==> src/rtl/fetch_queue_if.sv <==
// Fetch-queue port bundle: instruction-memory request side, decode side,
// redirect/halt control and status. master = fetch_queue, slave = environment.
interface fetch_queue_if #(
  parameter int CNT_W = 3
);
  // Handshake rules: a fetch is accepted on a cycle with imemREN && ihit;
  // decode consumes the head on a cycle with valid_out && deq. ihit without
  // imemREN and deq without valid_out are ignored.
  logic              imemREN;
  logic [31:0]       imemaddr;
  logic              ihit;
  logic [31:0]       imemload;
  logic              deq;
  logic              valid_out;
  logic [31:0]       instr_out;
  logic [31:0]       npc_out;
  logic              redirect;
  logic [31:0]       redirect_pc;
  logic              halt_in;
  logic              halt;
  logic [CNT_W-1:0]  count;

  modport master (
    output imemREN, imemaddr, valid_out, instr_out, npc_out, halt, count,
    input  ihit, imemload, deq, redirect, redirect_pc, halt_in
  );

  modport slave (
    input  imemREN, imemaddr, valid_out, instr_out, npc_out, halt, count,
    output ihit, imemload, deq, redirect, redirect_pc, halt_in
  );
endinterface

==> src/rtl/fetch_queue.sv <==
// Instruction-fetch front end: owns the PC, requests instruction words and
// buffers {instr, pc+4} in a DEPTH-entry FIFO ahead of decode.
module fetch_queue #(
  parameter logic [31:0] PC_INIT = 32'h0,
  parameter int          DEPTH   = 4,
  parameter int          CNT_W   = $clog2(DEPTH) + 1
) (
  input  logic          CLK,
  input  logic          RST,
  fetch_queue_if.master fq
);
  localparam int PTR_W = $clog2(DEPTH);

  logic [31:0]      pc;
  logic [31:0]      instr_mem [DEPTH];
  logic [31:0]      npc_mem   [DEPTH];
  logic [PTR_W-1:0] rd_ptr;
  logic [PTR_W-1:0] wr_ptr;
  logic [CNT_W-1:0] count;
  logic             stop;
  logic             halt_r;

  logic             full;
  logic             push;
  logic             pop;
  logic [31:0]      pc_plus4;

  assign full     = (count == CNT_W'(DEPTH));
  assign pc_plus4 = pc + 32'd4;

  // Redirect kills the request in the same cycle so a stale word is never pushed.
  assign fq.imemREN  = ~halt_r & ~stop & ~fq.redirect & ~full;
  assign push        = fq.imemREN & fq.ihit;
  assign fq.valid_out = (count != '0) & ~halt_r;
  assign pop         = fq.deq & fq.valid_out & ~fq.redirect;

  assign fq.imemaddr  = pc;
  assign fq.instr_out = instr_mem[rd_ptr];
  assign fq.npc_out   = npc_mem[rd_ptr];
  assign fq.halt      = halt_r;
  assign fq.count     = count;

  always_ff @(posedge CLK) begin
    if (RST) begin
      pc     <= PC_INIT;
      rd_ptr <= '0;
      wr_ptr <= '0;
      count  <= '0;
      stop   <= 1'b0;
      halt_r <= 1'b0;
    end else begin
      if (fq.halt_in) halt_r <= 1'b1;
      // Once halted everything but halt itself is frozen, redirects included.
      if (!halt_r) begin
        if (fq.redirect) begin
          pc     <= fq.redirect_pc;
          rd_ptr <= '0;
          wr_ptr <= '0;
          count  <= '0;
          stop   <= 1'b0;
        end else begin
          if (push) begin
            pc     <= pc_plus4;
            wr_ptr <= wr_ptr + PTR_W'(1);
            if (fq.imemload[31:26] == 6'b111111) stop <= 1'b1;
          end
          if (pop) rd_ptr <= rd_ptr + PTR_W'(1);
          if (push && !pop)      count <= count + CNT_W'(1);
          else if (pop && !push) count <= count - CNT_W'(1);
        end
      end
    end
  end

  // Payload storage needs no reset; valid_out qualifies it.
  always_ff @(posedge CLK) begin
    if (push) begin
      instr_mem[wr_ptr] <= fq.imemload;
      npc_mem[wr_ptr]   <= pc_plus4;
    end
  end
endmodule

==> src/flat_wrapper.sv <==
// flat-port wrapper written by rule: the top's interface ports become plain ports
module fetch_queue_flat 
#(
  parameter logic [31:0] PC_INIT = 32'h0,
  parameter int          DEPTH   = 4,
  parameter int          CNT_W   = $clog2(DEPTH) + 1
)
  (CLK, RST, fq_imemREN, fq_imemaddr, fq_valid_out, fq_instr_out, fq_npc_out, fq_halt, fq_count, fq_ihit, fq_imemload, fq_deq, fq_redirect, fq_redirect_pc, fq_halt_in);
  fetch_queue_if #(.CNT_W(CNT_W)) fq_i ();
  input  logic CLK;
  input  logic RST;
  output wire logic [$bits(fq_i.imemREN)-1:0] fq_imemREN;
  output wire logic [$bits(fq_i.imemaddr)-1:0] fq_imemaddr;
  output wire logic [$bits(fq_i.valid_out)-1:0] fq_valid_out;
  output wire logic [$bits(fq_i.instr_out)-1:0] fq_instr_out;
  output wire logic [$bits(fq_i.npc_out)-1:0] fq_npc_out;
  output wire logic [$bits(fq_i.halt)-1:0] fq_halt;
  output wire logic [$bits(fq_i.count)-1:0] fq_count;
  input wire logic [$bits(fq_i.ihit)-1:0] fq_ihit;
  input wire logic [$bits(fq_i.imemload)-1:0] fq_imemload;
  input wire logic [$bits(fq_i.deq)-1:0] fq_deq;
  input wire logic [$bits(fq_i.redirect)-1:0] fq_redirect;
  input wire logic [$bits(fq_i.redirect_pc)-1:0] fq_redirect_pc;
  input wire logic [$bits(fq_i.halt_in)-1:0] fq_halt_in;
  assign fq_imemREN = fq_i.imemREN;
  assign fq_imemaddr = fq_i.imemaddr;
  assign fq_valid_out = fq_i.valid_out;
  assign fq_instr_out = fq_i.instr_out;
  assign fq_npc_out = fq_i.npc_out;
  assign fq_halt = fq_i.halt;
  assign fq_count = fq_i.count;
  assign fq_i.ihit = fq_ihit;
  assign fq_i.imemload = fq_imemload;
  assign fq_i.deq = fq_deq;
  assign fq_i.redirect = fq_redirect;
  assign fq_i.redirect_pc = fq_redirect_pc;
  assign fq_i.halt_in = fq_halt_in;
  fetch_queue #(.PC_INIT(PC_INIT), .DEPTH(DEPTH), .CNT_W(CNT_W)) u_core (.CLK(CLK), .RST(RST), .fq(fq_i));
endmodule
==> config.mk <==
export PLATFORM = sky130hd
export DESIGN_NAME = fetch_queue_flat
export DESIGN_NICKNAME = d
export VERILOG_FILES = /design/src/rtl/fetch_queue_if.sv /design/src/rtl/fetch_queue.sv /design/src/flat_wrapper.sv
export SDC_FILE = /design/constraint.sdc
export NUM_CORES = 1
export LEC_CHECK = 0
export BUFFER_PORTS_ARGS = -buffer_cell sky130_fd_sc_hd__buf_2
export CORE_UTILIZATION = 55
export DETAILED_ROUTE_END_ITERATION = 10
export PLACE_DENSITY = 0.78
export SYNTH_ARGS = -nofsm -noshare
export SYNTH_HDL_FRONTEND = slang
export SYNTH_SLANG_ARGS = --single-unit
==> constraint.sdc <==
create_clock -name CLK -period 4.1 [get_ports CLK]
set_input_delay 0.82 -clock CLK [delete_from_list [all_inputs] [get_ports CLK]]
set_output_delay 0.82 -clock CLK [all_outputs]
set_load 0.005 [all_outputs]
# == Yosys cells after proc, flatten, opt, wreduce, memory -nomap -nowiden ==
# Memories as Yosys holds them, arrays and structs flattened. A register that Yosys moved wholly into a read port is not among the register bits.
# Index checks and enable logic that the tools add are counted.
# totals
reg_bits,41
mem_bits_rw,256
input_bits,70
output_inout_bits,102
wordCells,57
mem_count,2
# memory_table
name,depth,width,read_ports,rd_ports_with_merged_regs,write_ports,line_no,rtl
u_core.instr_mem,4,32,1,1,1,fetch_queue.sv:15,logic [31:0] instr_mem [DEPTH];
u_core.npc_mem,4,32,1,1,1,fetch_queue.sv:16,logic [31:0] npc_mem [DEPTH];
# classes
addsub,5
n_eq_ne,2
n_mux,18
bitwise_logic,11
reduce_logical,13
# op_table
operator,n
32-bit 2-to-1 mux,2
"32-bit by 3-bit adder with 32-bit output, second input constant",1
2-bit 2-to-1 mux,8
3-bit 2-to-1 mux,3
1-bit AND,7
"6-bit equality test, second input constant",1
2-bit AND reduction,3
2-bit nonzero test,3
3-bit nonzero test,2
1-bit 2-to-1 mux,5
"2-bit by 1-bit adder with 2-bit output, second input constant",2
1-bit inverter,4
"3-bit by 1-bit adder with 3-bit output, second input constant",1
"3-bit equality test, second input constant",1
3-bit AND reduction,1
"3-bit by 1-bit subtractor with 3-bit output, second input constant",1
1-bit logical AND,2
1-bit zero test,2

# == Depth between registers and ports, before layout ==
# logic_depth
ltp_word,10
ltp_mapped,9

# == Worst setup path after synthesis ==
# No wires, ideal clock.
# synth_path
kind,input-to-reg
start,input port fq_redirect
end,memory u_core.instr_mem[1][0] (enable)
t_arrival_ns,3.282
slack_ns,0.389
stages,4
path_buffers,1
cell_sequence,or4b_1 > clkbuf_1 > nor2_2 > and2_1
# synth_between
elab_chain_len,6
# synth_lines
item,line_no,rtl
from (decl),flat_wrapper.sv:22,input wire logic [$bits(fq_i.redirect)-1:0] fq_redirect;
1-bit inverter,fetch_queue.sv:32,assign fq.imemREN = ~halt_r & ~stop & ~fq.redirect & ~full;
1-bit AND (2 in a row),fetch_queue.sv:32,
1-bit AND,fetch_queue.sv:33,assign push = fq.imemREN & fq.ihit;
1-bit 2-to-1 mux,fetch_queue.sv:77,if (push) begin
1-bit 2-to-1 mux (implied by the code),fetch_queue.sv:78,instr_mem[wr_ptr] <= fq.imemload;
to (decl),fetch_queue.sv:15,
# No other way between the ends.

==> impl_metrics.json <==
{
  "fin_tns_setup_ns": 0,
  "postCtsHoldBufs": 0,
  "synthesis.area_mm2": 0.01214,
  "hold_violations": 0,
  "fillers": 1425,
  "cts.sinks": 299,
  "grt-ovfl-total": 0,
  "clkTransAtPathRegs_ns": 0.06,
  "cp_top_family": "flip-flops",
  "avgSynthCellArea_um2": 16.93,
  "htree_levels": 1,
  "numPortBuffers": 171,
  "ys_types": 59,
  "die-width_um": 150.6,
  "diodes": 0,
  "final_nets": 962,
  "clock-skew-final_ns": 0.02108,
  "die_area_mm2": 0.02267,
  "min_period_ns": 3.236,
  "wl_per_cell_um": 22.70,
  "synth_edf_count": 256,
  "setup_ws_ns": 0.8641,
  "slew_headroom_pct": 36.52,
  "worstPathRequired_ns": 3.28,
  "slowest_stage": "dfxtp_4",
  "grt_pass1_wl_um": 40090,
  "grt_pass1_vias": 6960,
  "crit_path_end_kind": "output pin",
  "setup_viol": 0,
  "rsz0062_at_grt": "false",
  "pre_cts_ws_ns": 0.8937,
  "power_density_mw_per_mm2": 445.0,
  "layout-drive-gt1-share_pct": 33.85,
  "ant_nets": 0,
  "drt-total-wl_um": 26770,
  "vias": 7179,
  "cts_tree": "yes",
  "ios": 172,
  "cts-root-buf": "clkbuf_16",
  "path_cells": "buf_12, mux4_2, buf_2",
  "first_iter_violations": 597,
  "gp_congestion": 0.9037,
  "post-route-period-util_pct": 78.92,
  "worstSetupStartpointType": "register",
  "crit_path_max_incr_delay_ns": 0.75,
  "die_h_um": 150.6,
  "post_cts_buffers": 0,
  "async_flop_share_pct": 0,
  "vias_per_cell": 6.089,
  "dpl.hpwl_um": 17160,
  "irDropWorstVdd_uv": 288.9,
  "cts_resized": 0,
  "syn_nets": 793,
  "grt.total_usage_pct": 23.82,
  "clock_path_buffers": 3,
  "area_growth_syn_to_layout_pct": 17.26,
  "grt_max_degree": 65,
  "start_util_pct": 56.84,
  "clk_latency_ns": 0.53,
  "hp-class": "in2reg",
  "fmaxAchievable_mhz": 309.0,
  "drv_slew": 0,
  "antenna_found_initial": 0,
  "final_cell_mix": "edfxtp_1 (256), buf_2 (171), mux4_2 (64)",
  "synth_cells": 717,
  "power_mw": 6.333,
  "coreArea_mm2": 0.02135,
  "worstMarginPinSlew_ns": 0.9522,
  "ys.flop_type": "edfxtp_1",
  "numCtsBuffers": 28,
  "synth_seq_cells": 299,
  "leakage_nw": 4.876,
  "synth_seq_area_share_pct": 70.43,
  "drv_cap": 0,
  "synth_warnings": 0,
  "layout_commonest_cell": "edfxtp_1",
  "critical_path_class": "reg2out",
  "drt_pass1_iterations": 5,
  "drc": 0,
  "rows": 53,
  "crit_arrival_ns": 2.42,
  "outcome": "finished, final reports clean",
  "worst-path-buf-inv": 2,
  "crit_fanout": 34
}
[logic make-up (layout without fill, tap and decap cells)]
kind of cell    count (synthesis)  after routing  synth area share, %
simple gates                  163            163                7.288
compound gates                 95             95                5.402
mux                            69             69                12.29
xor+xnor                       29             29                2.093
buf+inv                        56            243                1.825
fa+ha+maj                       6              6               0.6803
flops                         299            299                70.43
[per-stage QoR]
step	cells	util (%)	hold WS, ns	area (um^2)
2_1_floorplan	717	-	0.4581	12140
5_1_grt	1179	66.65	0.4850	14230
4_1_cts	1179	66.65	0.4877	14230
3_5_place_dp	1131	62.48	0.5242	13340
6_report	1179	66.65	0.5017	14230
3_3_place_gp	1131	62.48	0.5115	13340
[layout make-up]
class / count / area (um^2) / area share [%]
well taps: 275 / 344.1 / 2.418
repair buffers: 184 / 1016 / 7.138
clock inverters: 14 / 147.6 / 1.037
flip-flops and latches: 299 / 8556 / 60.11
inverters: 11 / 41.29 / 0.2901
multi-input cells: 362 / 3383 / 23.77
clock buffers: 34 / 744.5 / 5.231
[worst reg2reg max path, stage by stage (launching register included)]
cell and delay (ns):
dfxtp_1 0.45, ha_1 0.35, nand4_1 0.35, nor2_1 0.39, nand4_1 0.24, or4_1 0.52, a31oi_1 0.19
[per-layer routing]
layer	GRT usage [%]	vias up	share of wire (%)
met2	37.49	371	47
li1	-	3216	-
met5	0	-	0
met3	3.758	29	8.6
met4	5.253	0	1.5
met1	35.29	3563	42
[synthesized netlist by cell type (5+ instances only)]
cell / instances / share of area (%)
edfxtp_1: 256 / 63
mux4_2: 64 / 12
dfxtp_1: 43 / 7.1
nor2_1: 35 / 1.1
clkbuf_1: 33 / 1.0
nand2_1: 31 / 0.96
nand3_1: 22 / 0.91
xnor2_1: 22 / 1.6
o21ai_0: 18 / 0.74
a21oi_1: 16 / 0.66
and3_1: 12 / 0.62
nand4_1: 12 / 0.62
a31oi_1: 11 / 0.57
inv_1: 11 / 0.34
nor3_1: 11 / 0.45
a22oi_1: 10 / 0.62
buf_1: 7 / 0.22
xor2_1: 7 / 0.51
a32o_1: 6 / 0.49
or3_1: 6 / 0.31
or4_1: 6 / 0.37
a22o_1: 5 / 0.36
a31o_2: 5 / 0.36
ha_1: 5 / 0.52
mux2i_1: 5 / 0.41
nor4_1: 5 / 0.26
[registers in the layout, indices dropped and copies added (netlist names), named ones only]
| name | flops |
|---|---|
| u_core.fq.imemaddr | 32 |
| u_core.wr_ptr | 2 |
| u_core.stop | 1 |
| u_core.rd_ptr | 2 |
| u_core.fq.halt | 1 |
| u_core.instr_mem | 128 |
| u_core.fq.count | 3 |
| u_core.npc_mem | 128 |
[final timing paths]
check	start	endpoint	slack, ns	cells past startpoint
max	register	fq_npc_out[15]	0.86	3
min	fq_imemload[25]	u_core.instr_mem[1][25]	0.50	1
max reg2reg	u_core.fq.imemaddr[2]	u_core.fq.imemaddr[24]	1.53	6
min reg2reg	u_core.fq.imemaddr[1]	u_core.npc_mem[0][1]	0.54	0
[report_power, final]
part	switching (mW)	internal (mW)	total (mW)
clock	1.04	1.47	2.51
sequential	0.0699	3.37	3.44
combinational	0.208	0.166	0.375
Note: power is estimated with default switching activity, not from simulation.
